### config.mk
export PLATFORM = sky130hd
export DESIGN_NAME = mux3_arbiter_flat
export DESIGN_NICKNAME = d
export VERILOG_FILES = /design/src/rtl/mux3_arbiter_if.sv /design/src/rtl/mux3_arbiter.sv /design/src/flat_wrapper.sv
export SDC_FILE = /design/constraint.sdc
export NUM_CORES = 1
export LEC_CHECK = 0
export BUFFER_PORTS_ARGS = -buffer_cell sky130_fd_sc_hd__buf_2
export CORE_AREA = 2 2 39 41
export CTS_CLUSTER_SIZE = 10
export DETAILED_ROUTE_END_ITERATION = 8
export DIE_AREA = 0 0 41 43
export GPL_TIMING_DRIVEN = 1
export SKIP_LAST_GASP = 1
export SLEW_MARGIN = 25
export SYNTH_ARGS = -nofsm -noshare
export SYNTH_HDL_FRONTEND = slang
export SYNTH_SLANG_ARGS = --single-unit
### constraint.sdc
create_clock -name I_clk -period 1.5 [get_ports I_clk]
set_input_delay 0.15 -clock I_clk [delete_from_list [all_inputs] [get_ports I_clk]]
set_output_delay 0.15 -clock I_clk [all_outputs]
set_load 0.05 [all_outputs]
### src/rtl/mux3_arbiter_if.sv
// Handshake bundle between the three requesters and the shared-port arbiter.
// master: requester side (drives requests and the resource ack).
// slave : arbiter side (drives grants, mux select, strobe and timeout pulse).
interface mux3_arbiter_if;
  logic [2:0] I_req;
  logic       I_ack;
  logic [2:0] O_gnt;
  logic [1:0] O_sel;
  logic       O_busy;
  logic       O_timeout;

  modport master (
    output I_req,
    output I_ack,
    input  O_gnt,
    input  O_sel,
    input  O_busy,
    input  O_timeout
  );

  modport slave (
    input  I_req,
    input  I_ack,
    output O_gnt,
    output O_sel,
    output O_busy,
    output O_timeout
  );
endinterface

### src/rtl/mux3_arbiter.sv
// Round-robin arbiter for one shared 32-bit port used by CPU fetch (0),
// load/store (1) and debug/DMA (2). A grant is held until the resource acks;
// on ack the next requester in round-robin order is granted without a bubble.
// Optional macro MUX3_ARB_TIMEOUT_EN: force-release a grant that stays
// un-acked for TIMEOUT cycles and pulse O_timeout for one cycle.
// All outputs are registered; no input reaches an output combinationally.
module mux3_arbiter #(
  parameter int unsigned TIMEOUT = 32'd255,
  parameter int unsigned CNT_W   = 32'd8
) (
  input  logic          I_clk,
  input  logic          I_rst,
  mux3_arbiter_if.slave bus
);

  typedef enum logic [0:0] {
    ST_IDLE = 1'b0,
    ST_BUSY = 1'b1
  } state_t;

  // Mux select value meaning "nobody granted"; the data mux outputs zero.
  localparam logic [1:0] SEL_IDLE = 2'b11;

  state_t     state_r, state_nxt_s;
  logic [1:0] ptr_r,   ptr_nxt_s;     // last-served requester (lowest priority)
  logic [2:0] gnt_r,   gnt_nxt_s;
  logic [1:0] sel_r,   sel_nxt_s;     // doubles as the granted index while busy
  logic       busy_r,  busy_nxt_s;
  logic [1:0] win_s;

  // Highest-priority active requester seen from pointer p: p+1, p+2, then p.
  // Only called with at least one request bit set.
  function automatic logic [1:0] pick_f(input logic [1:0] p, input logic [2:0] req);
    logic [1:0] first;
    logic [1:0] second;
    logic [1:0] third;
    case (p)
      2'd0: begin first = 2'd1; second = 2'd2; third = 2'd0; end
      2'd1: begin first = 2'd2; second = 2'd0; third = 2'd1; end
      default: begin first = 2'd0; second = 2'd1; third = 2'd2; end
    endcase
    if (req[first]) begin
      pick_f = first;
    end else if (req[second]) begin
      pick_f = second;
    end else begin
      pick_f = third;
    end
  endfunction

  // One-hot grant vector for a requester index.
  function automatic logic [2:0] onehot_f(input logic [1:0] idx);
    case (idx)
      2'd0:    onehot_f = 3'b001;
      2'd1:    onehot_f = 3'b010;
      2'd2:    onehot_f = 3'b100;
      default: onehot_f = 3'b000;
    endcase
  endfunction

`ifdef MUX3_ARB_TIMEOUT_EN
  localparam logic [CNT_W-1:0] TMO_C = CNT_W'(TIMEOUT);
  logic [CNT_W-1:0] cnt_r, cnt_nxt_s;
  logic             timeout_r, timeout_nxt_s;
`else
  logic unused_cfg_s;
  assign unused_cfg_s = ^{TIMEOUT[0], CNT_W[0]};
`endif

  // Next-state, pointer and registered-output computation.
  always_comb begin
    state_nxt_s = state_r;
    ptr_nxt_s   = ptr_r;
    gnt_nxt_s   = gnt_r;
    sel_nxt_s   = sel_r;
    busy_nxt_s  = busy_r;
    win_s       = 2'd0;
`ifdef MUX3_ARB_TIMEOUT_EN
    timeout_nxt_s = 1'b0;
    cnt_nxt_s     = cnt_r;
`endif
    case (state_r)
      ST_IDLE: begin
        if (bus.I_req != 3'b000) begin
          win_s       = pick_f(ptr_r, bus.I_req);
          state_nxt_s = ST_BUSY;
          gnt_nxt_s   = onehot_f(win_s);
          sel_nxt_s   = win_s;
          busy_nxt_s  = 1'b1;
`ifdef MUX3_ARB_TIMEOUT_EN
          cnt_nxt_s   = {CNT_W{1'b0}};
`endif
        end else begin
          state_nxt_s = ST_IDLE;
        end
      end
      ST_BUSY: begin
        if (bus.I_ack) begin
          // The just-finished requester becomes lowest priority for the handoff.
          ptr_nxt_s = sel_r;
          if (bus.I_req != 3'b000) begin
            win_s       = pick_f(sel_r, bus.I_req);
            state_nxt_s = ST_BUSY;
            gnt_nxt_s   = onehot_f(win_s);
            sel_nxt_s   = win_s;
            busy_nxt_s  = 1'b1;
`ifdef MUX3_ARB_TIMEOUT_EN
            cnt_nxt_s   = {CNT_W{1'b0}};
`endif
          end else begin
            state_nxt_s = ST_IDLE;
            gnt_nxt_s   = 3'b000;
            sel_nxt_s   = SEL_IDLE;
            busy_nxt_s  = 1'b0;
          end
        end
`ifdef MUX3_ARB_TIMEOUT_EN
        else if (cnt_r == TMO_C) begin
          // Stuck grant: drop it, demote the stuck requester, flag the event.
          ptr_nxt_s     = sel_r;
          state_nxt_s   = ST_IDLE;
          gnt_nxt_s     = 3'b000;
          sel_nxt_s     = SEL_IDLE;
          busy_nxt_s    = 1'b0;
          timeout_nxt_s = 1'b1;
          cnt_nxt_s     = {CNT_W{1'b0}};
        end
`endif
        else begin
          state_nxt_s = ST_BUSY;
`ifdef MUX3_ARB_TIMEOUT_EN
          cnt_nxt_s   = cnt_r + {{(CNT_W-1){1'b0}}, 1'b1};
`endif
        end
      end
      default: begin
        state_nxt_s = ST_IDLE;
        gnt_nxt_s   = 3'b000;
        sel_nxt_s   = SEL_IDLE;
        busy_nxt_s  = 1'b0;
      end
    endcase
  end

  // State, pointer and output registers with asynchronous reset.
  always_ff @(posedge I_clk or posedge I_rst) begin
    if (I_rst) begin
      state_r <= ST_IDLE;
      ptr_r   <= 2'd2;
      gnt_r   <= 3'b000;
      sel_r   <= SEL_IDLE;
      busy_r  <= 1'b0;
    end else begin
      state_r <= state_nxt_s;
      ptr_r   <= ptr_nxt_s;
      gnt_r   <= gnt_nxt_s;
      sel_r   <= sel_nxt_s;
      busy_r  <= busy_nxt_s;
    end
  end

`ifdef MUX3_ARB_TIMEOUT_EN
  // Un-acked cycle counter and one-cycle forced-release pulse.
  always_ff @(posedge I_clk or posedge I_rst) begin
    if (I_rst) begin
      cnt_r     <= {CNT_W{1'b0}};
      timeout_r <= 1'b0;
    end else begin
      cnt_r     <= cnt_nxt_s;
      timeout_r <= timeout_nxt_s;
    end
  end

  assign bus.O_timeout = timeout_r;
`else
  assign bus.O_timeout = 1'b0;
`endif

  assign bus.O_gnt  = gnt_r;
  assign bus.O_sel  = sel_r;
  assign bus.O_busy = busy_r;

endmodule

### src/flat_wrapper.sv
// flat-port wrapper written by rule: the top's interface ports become plain ports
module mux3_arbiter_flat 
#(
  parameter int unsigned TIMEOUT = 32'd255,
  parameter int unsigned CNT_W   = 32'd8
)
  (I_clk, I_rst, bus_I_req, bus_I_ack, bus_O_gnt, bus_O_sel, bus_O_busy, bus_O_timeout);
  mux3_arbiter_if bus_i ();
  input  logic I_clk;
  input  logic I_rst;
  input wire logic [$bits(bus_i.I_req)-1:0] bus_I_req;
  input wire logic [$bits(bus_i.I_ack)-1:0] bus_I_ack;
  output wire logic [$bits(bus_i.O_gnt)-1:0] bus_O_gnt;
  output wire logic [$bits(bus_i.O_sel)-1:0] bus_O_sel;
  output wire logic [$bits(bus_i.O_busy)-1:0] bus_O_busy;
  output wire logic [$bits(bus_i.O_timeout)-1:0] bus_O_timeout;
  assign bus_i.I_req = bus_I_req;
  assign bus_i.I_ack = bus_I_ack;
  assign bus_O_gnt = bus_i.O_gnt;
  assign bus_O_sel = bus_i.O_sel;
  assign bus_O_busy = bus_i.O_busy;
  assign bus_O_timeout = bus_i.O_timeout;
  mux3_arbiter #(.TIMEOUT(TIMEOUT), .CNT_W(CNT_W)) u_core (.I_clk(I_clk), .I_rst(I_rst), .bus(bus_i));
endmodule
==> run metrics, run 1 <==
status=complete, no violations; clock tree buffer depth=2; Critical Path Stages=4; clk sink count=9; PortBufs=11; Clock Skew=0.000867 ns; met1 WL=522 µm; placed inst area=604 µm²; critical path's top delay family=compound AO/OA/AOI/OAI gates; Required @ worst endpoint=1.65 ns; die area=0.00176 mm²; Cells after Synth=59; Top FF cell, synth=dfrtp_1; startpoint types=flip-flop; R2R depth=4; Via density=5.26; Initial Util=38.3%; core box area=0.00138 mm²; Worst Setup End Kind=flip-flop; VDD IR max=595 µV; WP buf/inv=0; largest net degree at the start of global routing=10; switching pwr=0.333 mW; setup ws final=0.0171 ns; most common cell after layout, fill and taps aside=buf_2; register area share after synthesis=43.2%; 1st-iter DRT viols=13; overall power=0.833 mW; CP max FO=4; RSZ-0062 raised after global routing=true; layout cells sized above 1=29.7%; PD cells=1300 mW/mm²; Int Pwr=0.500 mW; Hold Path Cell Cnt=2; Rows=14; grt ovf=0; diode count=0; Filler Cell Count=140; Post-synth ARST share=100%; TritonCTS clock tree=yes; DRC violations left=0; Routed met2 length=502 µm; share of power burned in registers=40.8%; Final setup viols=0; first-pass GRT wire length=1860 µm; final cycle utilization of the critical path=98.9%; Comb power frac=36.4%; DR vias=473; DP Worst Slack=0.0131 ns; Slew Limit Fails=0; CP arrival=1.64 ns; Ports=13; max-cap check violation count=0; Leakage Power=0.297 nW; syn_area_per_cell=8.99 µm²; area growth from synthesis to layout=20.8%; placer congestion estimate=0.833; min cycle time layout=1.48 ns; vias in the first global route=448; H-tree Lvls=1; final WL=1110 µm; drt first pass iters=4; antenna violation net count after detailed routing=0; worst hold path type=in -> reg; die height=43 µm; slowest stage delay, CP=0.64 ns; antenna violations before repair=0; CTS root buf=clkbuf_4; clock share of power=22.8%; Clk Latency, worst-skew pair=0.26 ns; most frequent cells in the layout=11 x buf_2, 8 x nor2_1, 7 x nand2_1, 6 x dfrtp_1, 4 x inv_1; CP max stage cell=dfstp_4; Inst Count DP=85; DR WL met3=60 µm; Post-Layout Inst Area=641 µm²; die width=41 µm; CTS clk-pin slew, worst paths=0.06 ns; #FFs+latches synth=9; Synthesis Warnings=0; EDFF count, synth=0; Mapped Nets=65; CTS Buf Count=3; Post-Synthesis Cell Area=531 µm²; Final nets=81; GRT Total Usage=16.5%; Final HPWL DP=834 µm; Distinct cells, synth=29; Sw Share=40.0%; non-filler cells, final=90; Final Hold Viols=0; routed len/inst=12.4 µm; achievable frequency=0.674 GHz; uppermost layer routed=met4; CP Class=reg -> reg; Critical Path, Cell by Cell=nor2b_4, o2bb2ai_1, o22ai_1, a32o_1
-- per-layer routing --
| metal | up-vias | global-route usage [%] |
|---|---|---|
| li1 | 240 | - |
| met1 | 216 | 21.6 |
| met2 | 13 | 21.3 |
| met3 | 4 | 3.66 |
| met4 | 0 | 15.3 |
| met5 | - | 0 |
-- metrics by stage --
step                utilization, %  setup TNS (ns)  hold WS, ns
detailed placement            43.7               0        0.126
global route                  46.3          -0.231        0.111
CTS                           46.3               0        0.106
global placement              43.7               0        0.121
finish                        46.3               0        0.123
floorplan                        -         -0.0270      -0.0242
-- state kept, by name, indices dropped and copies added (netlist names) --
signal             cells
u_core.state_r         1
u_core.bus.O_sel       2
u_core.bus.O_gnt       3
u_core.ptr_r           2
u_core.bus.O_busy      1
-- power by group through the flow --
stage | Clock (mW) | Sequential [mW] | Combinational, mW
2_1_floorplan | 0 | 0.444 | 0.131
3_3_place_gp | 0 | 0.346 | 0.300
3_5_place_dp | 0 | 0.345 | 0.300
4_1_cts | 0.201 | 0.341 | 0.304
5_1_grt | 0.219 | 0.348 | 0.329
6_report | 0.190 | 0.340 | 0.304
-- cells in the mapped netlist (2+ instances only) --
master / n / share of area [%]
a211o_1: 2 / 3.3
a21oi_1: 2 / 1.9
dfrtp_1: 6 / 28
dfstp_2: 3 / 15
inv_1: 4 / 2.8
nand2_1: 7 / 5.0
nand2b_1: 2 / 2.4
nand3_1: 2 / 1.9
nor2_1: 8 / 5.7
o22ai_1: 2 / 2.4
o2bb2ai_1: 2 / 3.3
or2b_1: 2 / 2.8
-- final timing paths --
path / from / endpoint / slack [ns]
setup / recovery: u_core.bus.O_sel[0] / u_core.bus.O_gnt[1] / 0.02
hold / removal: bus_I_ack / u_core.bus.O_busy / 0.12
setup reg to reg: u_core.bus.O_sel[0] / u_core.bus.O_gnt[1] / 0.02
hold reg to reg: u_core.bus.O_gnt[1] / u_core.bus.O_gnt[1] / 0.50
max in group asynchronous: I_rst / u_core.ptr_r[1] / 0.82
min in group asynchronous: I_rst / u_core.bus.O_gnt[0] / 0.38
-- cell type report --
| type | instances | area (µm²) | share of cell area [%] |
|---|---|---|---|
| multi-input cells | 44 | 274 | 42.8 |
| flip-flops and latches | 9 | 233 | 36.3 |
| repair buffers | 13 | 72.6 | 11.3 |
| clock buffers | 4 | 26.3 | 4.10 |
| well taps | 16 | 20.0 | 3.13 |
| inverters | 4 | 15.0 | 2.34 |
-- logic make-up (layout without fill, tap and decap cells) --
group | after synthesis | count (layout) | synth area share (%)
AO/OA/AOI/OAI | 17 | 17 | 24.3
multiplexers | 1 | 1 | 2.12
flip-flops | 9 | 9 | 43.2
AND/OR/NAND/NOR | 25 | 25 | 24.5
other | 1 | 1 | 0.707
buffers and inverters | 6 | 21 | 5.19
-- timing repair --
action	4_1_cts	5_1_grt
gates resized for setup	0	0
endpoints found under the setup margin	1	3
setup buffers	0	0
pin swaps	1	0
hold buffers	1	0
gates cloned	0	0
endpoints found under the hold margin	6	0
Note: power is estimated with default switching activity, not from simulation.
==> run 2, diff against run 1 <==
REMOVE_ABC_BUFFERS = 1   (was default)
==> run metrics, run 2 (synthesis results as in run 1) <==
Worst Setup End Kind=flip-flop; antenna violations before repair=0; diode count=0; max-cap check violation count=0; switching pwr=0.333 mW; PortBufs=11; number of flip-flops in the largest register=3; die height=43 µm; Final Hold Viols=0; Initial Util=38.3%; Clock Skew=0.00135 ns; Slew Limit Fails=0; VDD IR max=696 µV; Post-Layout Inst Area=651 µm²; Reg area=229 µm²; layout cells sized above 1=32.0%; 1st-iter DRT viols=13; Int Pwr=0.498 mW; area growth from synthesis to layout=22.6%; Filler Cell Count=141; DRC violations left=0; PD cells=1280 mW/mm²; min cycle time layout=1.48 ns; CP arrival=1.67 ns; Comb power frac=37.1%; clock tree buffer depth=2; core box area=0.00138 mm²; clk sink count=9; area of the multi-input gates=280 µm²; grt ovf=0; CP max FO=4; DP Worst Slack=0.0751 ns; Rows=14; status=complete, no violations; placed inst area=608 µm²; startpoint types=flip-flop; drt first pass iters=4; final setup TNS=0 ns; worst hold path type=in -> reg; met2 Use GR=21.9%; die width=41 µm; largest net degree at the start of global routing=10; Final setup viols=0; H-tree Lvls=1; setup ws final=0.0238 ns; routed len/inst=12.5 µm; most common cell after layout, fill and taps aside=buf_2; Leakage Power=0.305 nW; grt peak-use layer=met1; clock share of power=22.1%; placer congestion estimate=0.856; CTS root buf=clkbuf_4; final cycle utilization of the critical path=98.4%; achievable frequency=0.677 GHz; CTS clk-pin slew, worst paths=0.06 ns; GR Util met3=3.14%; die area=0.00176 mm²; DR vias=495; TritonCTS clock tree=yes; final WL=1140 µm; RSZ-0062 raised after global routing=true; Sw Share=40.0%; Ports=13; vias in the first global route=440; grt met1 use=22.5%; Via density=5.44; setup bufs post-CTS=0; share of power burned in registers=40.7%; antenna violation net count after detailed routing=0; first-pass GRT wire length=1890 µm; CTS Buf Count=3; Required @ worst endpoint=1.69 ns; Clk Latency, worst-skew pair=0.26 ns; GRT Total Usage=16.1%; Final nets=82; most frequent cells in the layout=11 x buf_2, 8 x nor2_1, 7 x nand2_1, 6 x dfrtp_1, 4 x inv_1; Final HPWL DP=821 µm; CP Class=reg -> reg
[run 2: cell types whose count changed in the layout (fill, tap and decap cells not counted)]
cell,before,now
a221oi_1,1,0
a221oi_2,0,1
buf_4,1,2
dfstp_2,2,3
dfstp_4,1,0
[run 2: layout make-up]
type                       count  area share (%)
multi-input combinational     44            43.1
tap                           16            3.08
timing repair buffer          14            12.3
inverter                       4            2.31
sequential                     9            35.2
clock buffer                   4            4.04
[run 2: power groups by stage]
| stage | registers [mW] | clock network [mW] | logic, mW |
|---|---|---|---|
| after floorplan | 0.441 | 0 | 0.127 |
| after global placement | 0.341 | 0 | 0.300 |
| after detailed placement | 0.342 | 0 | 0.300 |
| after CTS | 0.338 | 0.192 | 0.303 |
| after global routing | 0.346 | 0.213 | 0.336 |
| final | 0.339 | 0.184 | 0.308 |
[run 2: stage by stage]
| stage | hold slack [ns] | total power, mW | util [%] | cells |
|---|---|---|---|---|
| after CTS | 0.116 | 0.833 | 46.6 | 91 |
| after floorplan | -0.0242 | 0.569 | - | 57 |
| final | 0.119 | 0.831 | 47.0 | 91 |
| after detailed placement | 0.138 | 0.642 | 43.9 | 86 |
| after global routing | 0.110 | 0.895 | 47.0 | 91 |
| after global placement | 0.125 | 0.641 | 43.9 | 86 |
[run 2: worst paths after layout]
check,startpoint,end,slack (ns),cells after the start
worst max-delay path,u_core.bus.O_sel[0],u_core.bus.O_gnt[0],0.02,5
worst min-delay path,bus_I_ack,u_core.bus.O_busy,0.12,2
worst max register to register,u_core.bus.O_sel[0],u_core.bus.O_gnt[0],0.02,5
worst min register to register,u_core.bus.O_gnt[1],u_core.bus.O_gnt[1],0.49,1
max in group asynchronous,I_rst,u_core.ptr_r[1],0.80,3
min in group asynchronous,I_rst,u_core.bus.O_gnt[1],0.40,3
[run 2: metal layers]
metal / wire (µm) / share of wire (%)
met5: 0 / 0
met4: 53 / 4.7
met3: 72 / 6.3
met2: 506 / 45
met1: 504 / 44
[run 2: worst max-delay path: stages, from the launching register on]
cell,delay (ns)
dfstp_2,0.57
nor2b_4,0.05
a211o_1,0.25
a211oi_2,0.32
a22oi_1,0.11
nor2_1,0.11
[run 2: repair_timing]
action	4_1_cts	5_1_grt
endpoints found under the setup margin	0	2
hold buffers	1	0
hold endpoints to repair	6	0
resized for setup	0	1
==> run 3, diff against run 2 <==
PLACE_DENSITY = 0.58   (was default)
==> run metrics, run 3 (synthesis results as in run 1) <==
status=complete, no violations; Initial Util=38.3%; Leakage Power=0.305 nW; RSZ-0062 raised after global routing=true; DR vias=486; PD cells=1270 mW/mm²; die width=41 µm; Slew Limit Fails=0; TritonCTS clock tree=yes; max-cap check violation count=0; Inst Count DP=86; number of flip-flops in the largest register=3; R2R depth=4; fin util=47.0%; routed len/inst=11.7 µm; 1st-iter DRT viols=21; final cycle utilization of the critical path=96.5%; grt ovf=0; VDD IR max=488 µV; vias in the first global route=407; clk sink count=9; most frequent cells in the layout=11 x buf_2, 8 x nor2_1, 7 x nand2_1, 6 x dfrtp_1, 4 x inv_1; diode count=0; CTS clk-pin slew, worst paths=0.06 ns; largest net degree at the start of global routing=10; Final setup viols=0; antenna violation net count after detailed routing=0; CTS Buf Count=3; Worst Setup End Kind=flip-flop; area growth from synthesis to layout=22.6%; Ports=13; PortBufs=11; CTS root buf=clkbuf_4; min cycle time layout=1.45 ns; drt first pass iters=4; CP Class=reg -> reg; non-filler cells, final=91; DRC violations left=0; placed inst area=608 µm²; worst hold path type=in -> reg; Rows=14; achievable frequency=0.691 GHz; Via density=5.34; H-tree Lvls=1; Filler Cell Count=148; Required @ worst endpoint=1.65 ns; clock tree buffer depth=2; layout cells sized above 1=32.0%; Final nets=82; Hold Path Cell Cnt=2; startpoint types=flip-flop; Post-Layout Inst Area=651 µm²; Final Hold Viols=0; Clk Latency, worst-skew pair=0.26 ns; CP arrival=1.60 ns; Clock Skew=0.00485 ns; die height=43 µm; CP max FO=7; most common cell after layout, fill and taps aside=buf_2; placer congestion estimate=0.836; Final HPWL DP=837 µm; core box area=0.00138 mm²; overall power=0.826 mW; die area=0.00176 mm²; first-pass GRT wire length=1800 µm; antenna violations before repair=0; final WL=1070 µm; GRT Total Usage=15.1%
## run 3: where the power goes
group	internal, mW	switching [mW]	leakage (nW)	total [mW]
clock	0.102	0.0793	0.0150	0.182
sequential	0.298	0.0403	0.0997	0.339
combinational	0.0977	0.208	0.191	0.306
total	0.498	0.328	0.305	0.826
## run 3: layer usage
metal  vias up  global-route usage (%)  wire, µm  share of wire (%)
met4         0                    10.0        36                3.4
met5         -                       0         0                  0
li1        241                       -         -                  -
met3         5                    3.14        62                5.8
met2        16                    19.4       451                 42
met1       224                    22.1       516                 48
## run 3: through the flow
step,setup WS (ns),setup TNS [ns],hold slack (ns)
6_report,0.0530,0,0.113
5_1_grt,-0.0389,-0.0826,0.108
4_1_cts,0.0605,0,0.107
3_5_place_dp,0.0649,0,0.132
3_3_place_gp,0.0903,0,0.126
2_1_floorplan,-0.0596,-0.129,-0.0242
## run 3: final timing paths
path                                     start                   to  slack [ns]
hold reg to reg            u_core.bus.O_gnt[1]  u_core.bus.O_gnt[1]        0.49
setup / recovery           u_core.bus.O_sel[1]  u_core.bus.O_gnt[1]        0.05
min in group asynchronous                I_rst  u_core.bus.O_gnt[2]        0.39
max in group asynchronous                I_rst      u_core.ptr_r[1]        0.81
hold / removal                       bus_I_ack    u_core.bus.O_busy        0.11
setup reg to reg           u_core.bus.O_sel[1]  u_core.bus.O_gnt[1]        0.05
## run 3: cell type report
cell class,instances,area (µm²),area share [%]
multi-input cells,44,280,43.1
flip-flops and latches,9,229,35.2
repair buffers,14,80.1,12.3
clock buffers,4,26.3,4.04
well taps,16,20.0,3.08
inverters,4,15.0,2.31
## run 3: repair_timing
action / in CTS / in global routing
hold buffers: 1 / 0
gates resized for setup: 0 / 1
setup endpoints to repair: 0 / 1
endpoints found under the hold margin: 6 / 0
buffers inserted: 0 / 0
## run 3: worst max-delay path, stage by stage (launching register included)
cell and delay [ns]:
dfstp_2 0.40, or2b_1 0.23, o2bb2ai_1 0.27, o22ai_1 0.17, a32o_1 0.27
